### config.mk
export PLATFORM = sky130hd
export DESIGN_NAME = spike_rate_encoder
export DESIGN_NICKNAME = d
export VERILOG_FILES = /design/src/rtl/snn_encoder_pkg.sv /design/src/rtl/spike_rate_encoder_lfsr16.sv /design/src/rtl/spike_rate_encoder.sv
export SDC_FILE = /design/constraint.sdc
export NUM_CORES = 1
export LEC_CHECK = 0
export ABC_CLOCK_PERIOD_IN_PS = 1300
export CAP_MARGIN = 40
export CORE_UTILIZATION = 30
export DETAILED_ROUTE_END_ITERATION = 10
export PLACE_DENSITY = 0.48
export SLEW_MARGIN = 40
export SYNTH_ARGS = -nofsm -noshare
export SYNTH_HDL_FRONTEND = slang
export SYNTH_SLANG_ARGS = --single-unit
### constraint.sdc
create_clock -name clk -period 1.3 [get_ports clk]
set_input_delay 0.26 -clock clk [delete_from_list [all_inputs] [get_ports clk]]
set_output_delay 0.26 -clock clk [all_outputs]
set_load 0.05 [all_outputs]
### src/rtl/snn_encoder_pkg.sv
// Shared definitions for the rate-coding spike encoder.
// Holds the FSM state type, LFSR constants and the per-lane seed/step helpers.
package snn_encoder_pkg;

    typedef enum logic {
        ENC_IDLE = 1'b0,
        ENC_RUN  = 1'b1
    } enc_state_e;

    localparam logic [15:0] LFSR_TAPS   = 16'hB400;
    localparam logic [15:0] SEED_STRIDE = 16'h9E37;

    // An all-zero state would lock a Galois LFSR, so a zero seed is replaced by 1.
    function automatic logic [15:0] lane_seed(input logic [15:0] base, input logic [15:0] idx);
        logic [15:0] seed;
        seed = base ^ (idx * SEED_STRIDE);
        return (seed == 16'h0000) ? 16'h0001 : seed;
    endfunction

    function automatic logic [15:0] lfsr_next(input logic [15:0] cur);
        return cur[0] ? ((cur >> 1) ^ LFSR_TAPS) : (cur >> 1);
    endfunction

endpackage

### src/rtl/spike_rate_encoder_lfsr16.sv
// 16-bit Galois LFSR, one per encoder lane.
// Holds its state when en is low; only reset restores the seed.
module lfsr16
    import snn_encoder_pkg::*;
#(
    parameter logic [15:0] SEED = 16'hACE1
) (
    input  logic        clk,
    input  logic        rst,
    input  logic        en,
    output logic [15:0] state
);

    logic [15:0] state_q;
    logic [15:0] state_d;

    always_comb begin
        state_d = en ? lfsr_next(state_q) : state_q;
    end

    always_ff @(posedge clk or negedge rst) begin
        if (!rst) begin
            state_q <= SEED;
        end else begin
            state_q <= state_d;
        end
    end

    assign state = state_q;

endmodule

### src/rtl/spike_rate_encoder.sv
// Rate-coding front end: turns a latched intensity vector into Bernoulli spike
// trains for NUM_TIMESTEPS beats, one independent LFSR per lane.
module spike_rate_encoder
    import snn_encoder_pkg::*;
#(
    parameter int unsigned NUM_INPUTS      = 1,
    parameter int unsigned INTENSITY_WIDTH = 8,
    parameter int unsigned LFSR_WIDTH      = 16,
    parameter int unsigned NUM_TIMESTEPS   = 100,
    parameter logic [15:0] LFSR_SEED       = 16'hACE1
) (
    input  logic                                  clk,
    input  logic                                  rst,
    input  logic                                  in_valid,
    output logic                                  in_ready,
    input  logic [NUM_INPUTS*INTENSITY_WIDTH-1:0] intensity,
    output logic [NUM_INPUTS-1:0]                 spike_out,
    output logic                                  spike_valid,
    output logic                                  window_done
);

    localparam int unsigned CNT_W = $clog2(NUM_TIMESTEPS + 1);
    localparam logic [LFSR_WIDTH-1:0] LOW_MASK =
        LFSR_WIDTH'((64'd1 << INTENSITY_WIDTH) - 64'd1);
    localparam logic [CNT_W-1:0] LAST_COUNT = CNT_W'(NUM_TIMESTEPS - 1);

    enc_state_e                            state_q, state_d;
    logic [CNT_W-1:0]                      count_q, count_d;
    logic [NUM_INPUTS*INTENSITY_WIDTH-1:0] latched_q, latched_d;
    logic [NUM_INPUTS-1:0]                 spike_q, spike_d;
    logic                                  spike_valid_q, spike_valid_d;
    logic                                  done_q, done_d;

    logic                  run_en;
    logic [LFSR_WIDTH-1:0] lfsr_state [NUM_INPUTS];
    logic [NUM_INPUTS-1:0] hit;

    assign run_en = (state_q == ENC_RUN);

    for (genvar g = 0; g < NUM_INPUTS; g++) begin : g_lane
        lfsr16 #(
            .SEED(lane_seed(LFSR_SEED, 16'(g)))
        ) u_lfsr (
            .clk  (clk),
            .rst  (rst),
            .en   (run_en),
            .state(lfsr_state[g])
        );
    end

    // Compare against the post-advance LFSR value so the registered spike and
    // the LFSR step land on the same edge.
    always_comb begin
        logic [LFSR_WIDTH-1:0] nxt;
        logic [LFSR_WIDTH-1:0] lane_val;
        hit = '0;
        for (int i = 0; i < int'(NUM_INPUTS); i++) begin
            nxt      = lfsr_next(lfsr_state[i]);
            lane_val = LFSR_WIDTH'(latched_q[i*INTENSITY_WIDTH +: INTENSITY_WIDTH]);
            hit[i]   = lane_val > (nxt & LOW_MASK);
        end
    end

    always_comb begin
        state_d       = state_q;
        count_d       = count_q;
        latched_d     = latched_q;
        spike_d       = '0;
        spike_valid_d = 1'b0;
        done_d        = 1'b0;
        in_ready      = (state_q == ENC_IDLE);
        case (state_q)
            ENC_IDLE: begin
                if (in_valid) begin
                    latched_d = intensity;
                    count_d   = '0;
                    state_d   = ENC_RUN;
                end
            end
            ENC_RUN: begin
                spike_d       = hit;
                spike_valid_d = 1'b1;
                count_d       = count_q + CNT_W'(1);
                if (count_q == LAST_COUNT) begin
                    done_d  = 1'b1;
                    state_d = ENC_IDLE;
                end
            end
            default: state_d = ENC_IDLE;
        endcase
    end

    always_ff @(posedge clk or negedge rst) begin
        if (!rst) begin
            state_q       <= ENC_IDLE;
            count_q       <= '0;
            latched_q     <= '0;
            spike_q       <= '0;
            spike_valid_q <= 1'b0;
            done_q        <= 1'b0;
        end else begin
            state_q       <= state_d;
            count_q       <= count_d;
            latched_q     <= latched_d;
            spike_q       <= spike_d;
            spike_valid_q <= spike_valid_d;
            done_q        <= done_d;
        end
    end

    assign spike_out   = spike_q;
    assign spike_valid = spike_valid_q;
    assign window_done = done_q;

endmodule

==> out/qor.yml <==
final_layout:
  final_net_count: 196
  mostFrequentLayoutCell: "nand2_1"
  layout_common_cells: "nand2_1, dfrtp_1, o21ai_0"
  finalNonFillerCells: 247
  drive_gt1_frac: 0.254
  antenna_cells: 0
  area_delta_synth_final_pct: 28.2
synthesis:
  yosysSeqAreaShare: 0.562
  synth_cell_types: 23
  syn-instance-count: 151
  synth_edf_count: 0
  synth-async-reset-ratio: 1.00
  synthFlopType: "dfrtp_1"
  syn_area_per_cell_um2: 10.4
  synth_top_area_cell: "dfrtp_1"
  synth_area_leaders: "dfrtp_1, dfstp_2, nand2_1"
  synth_top_area_share: 0.429
  synth_seq_cells: 35
  synthesis.area_mm2: 0.00158
  syn_nets: 171
  yosysWarnings: 0
critical_path:
  critPathSlowestCell: "dfstp_2"
  worstPathCellList: "inv_2 > ha_4 > nand4_1 > o21ai_1 > o21ba_2"
  critPathArrivalTime_ns: 1.57
  reg2reg_slack_ns: -0.09
  cp-start-kind: "flip-flop"
  critical_path_class: "flip-flop to flip-flop"
  critPathMaxStageDelay_ns: 0.54
  path_max_fanout: 2
  cp.buffers_inverters: 1
  critPathTopFamily: "flip-flops"
  worst_ep_required_time_ns: 1.48
  worstSetupEndpointType: "flip-flop"
power:
  power_mw: 4.56
  ir_drop_mv: 0.575
  powerDensity_mw_per_mm2: 2260
  power_leakage_nw: 0.889
clocking:
  clk_path_buf_depth: 2
  root_buffer: "clkbuf_8"
  insertion_delay_ns: 0.28
  path_clk_slew_ns: 0.07
  cts_buffers: 5
  clock-sinks: 35
  htreeDepth: 2
  cts_tree: "yes"
  cts_hold_buf: 0
global_route:
  grt_pass1_wl_um: 4840
  grt_use_total: 0.120
  antenna_found_initial: 0
  grt_overflow: 0
  grt_max_degree: 36
  first_global_vias: 1092
routing:
  routedWlPerCell_um: 11.4
  drc: 0
  drtAntennaViolNets: 0
  drtPass1Iterations: 4
  via_per_inst: 4.43
  drt-total-wl_um: 2830
  drt_iter0_drc: 56
  num_vias: 1094
timing:
  finClkSkew_ns: 0.00550
  finalMaxSlewViolations: 0
  period_share: 1.07
  rsz0062_at_grt: "true"
  finalHoldViolations: 0
  max_slew_margin: 0.834
  fmax_mhz: 719
  setup_slack_ns: -0.0916
  tightest_slew_ns: 0.250
  finalCriticalPeriod_ns: 1.39
  setup_viol: 1
floorplanning:
  core_region_area_mm2: 0.00507
  rows: 26
  die_h_um: 74.5
  ios: 15
  die_w_um: 74.5
  dieArea_mm2: 0.00554
  start_util: 0.310
place:
  hpwlAfterDp_um: 1940
  gp_congestion: 0.734
  place_inst: 238
  port-buffer-count: 14
status:
  status: "finished with violations"
  violations: "setup timing"
flow_run:
  drv_cap: 0
hold_path:
  hold_path.class: "input port to asynchronous set/reset pin"
==> worst reg2reg max path, delay by kind of cell, from the launching register on <==
family,cells,cell delay (ns)
AOI/OAI and AO/OA,2,0.31
adders and majority gates,1,0.25
buffers and inverters,1,0.05
DFF,1,0.54
and+or+nand+nor,1,0.13
==> metal layers <==
metal  part of all wire  GRT usage  up-vias  routed length (µm)
met1               0.50      0.152      510                1400
li1                   -          -      560                   -
met5                  0          0        -                   0
met2               0.44      0.182       16                1250
met3              0.035     0.0325        8                  98
met4              0.026     0.0755        0                  73
==> synthesized netlist by cell type (2+ instances only) <==
library cell  count
o31ai_1           2
dfstp_2           8
mux2_2            6
nand4_1           4
a21oi_1          10
buf_6             2
ha_1              9
nand2_1          34
o211ai_1          3
nand3_1           2
nor2_1            5
o21ai_0          15
nor2b_1           2
dfrtp_1          27
buf_2             3
inv_1            10
xnor2_1           3
==> through the flow <==
step           setup WS, ns  hold WS (ns)  setup TNS (ns)  area, µm²   util
6_report            -0.0916         0.346         -0.0916       2020  0.398
2_1_floorplan       0.00599       -0.0356               0       1590      -
3_5_place_dp         -0.117         0.474          -0.580       1890  0.373
3_3_place_gp        -0.0870         0.466          -0.456       1890  0.373
4_1_cts             -0.0958         0.349         -0.0958       2020  0.397
5_1_grt              -0.173         0.365          -0.173       2020  0.398
==> path summary, 6_finish.rpt <==
kind	start	end	cells past startpoint
worst min-delay path	rst	latched_q[5]	2
worst min register to register	g_lane[0].u_lfsr.state[6]	g_lane[0].u_lfsr.state[5]	2
min in group clk	g_lane[0].u_lfsr.state[6]	g_lane[0].u_lfsr.state[5]	2
worst max-delay path	g_lane[0].u_lfsr.state[7]	spike_out	5
worst max register to register	g_lane[0].u_lfsr.state[7]	spike_out	5
max in group asynchronous	rst	g_lane[0].u_lfsr.state[13]	2
==> cells by family (layout without fill, tap and decap cells) <==
logic type | after synthesis | in the layout | synth area share
fa+ha+maj | 9 | 9 | 0.0715
xor+xnor | 3 | 3 | 0.0167
mux | 6 | 6 | 0.0429
simple gates | 51 | 51 | 0.145
flops | 35 | 35 | 0.562
compound gates | 32 | 32 | 0.114
buf+inv | 15 | 41 | 0.0477
==> flip-flops by register name, indices dropped and copies added (netlist names) <==
| register | cells |
|---|---|
| count_q | 7 |
| g_lane.u_lfsr.state | 16 |
| latched_q | 8 |
| run_en | 1 |
| spike_out | 1 |
| spike_valid | 1 |
| window_done | 1 |
==> what timing repair did <==
action | CTS | global route
setup buffers | 1 | 0
gates resized for setup | 3 | 2
pin swaps | 3 | 2
endpoints found under the setup margin | 12 | 2
==> report_power, final <==
group          switching (mW)  internal (mW)  total [mW]
clock                   0.369          0.483       0.853
combinational           0.772          0.839        1.61
sequential              0.397           1.70        2.10
==> layout make-up <==
class / instances / area (µm²)
inverters: 10 / 41.3
flip-flops and latches: 35 / 887
repair buffers: 23 / 264
multi-input cells: 101 / 639
fillers: 525 / 3060
clock buffers: 8 / 100
well taps: 70 / 87.6
Power figures use the tool's default switching activity.
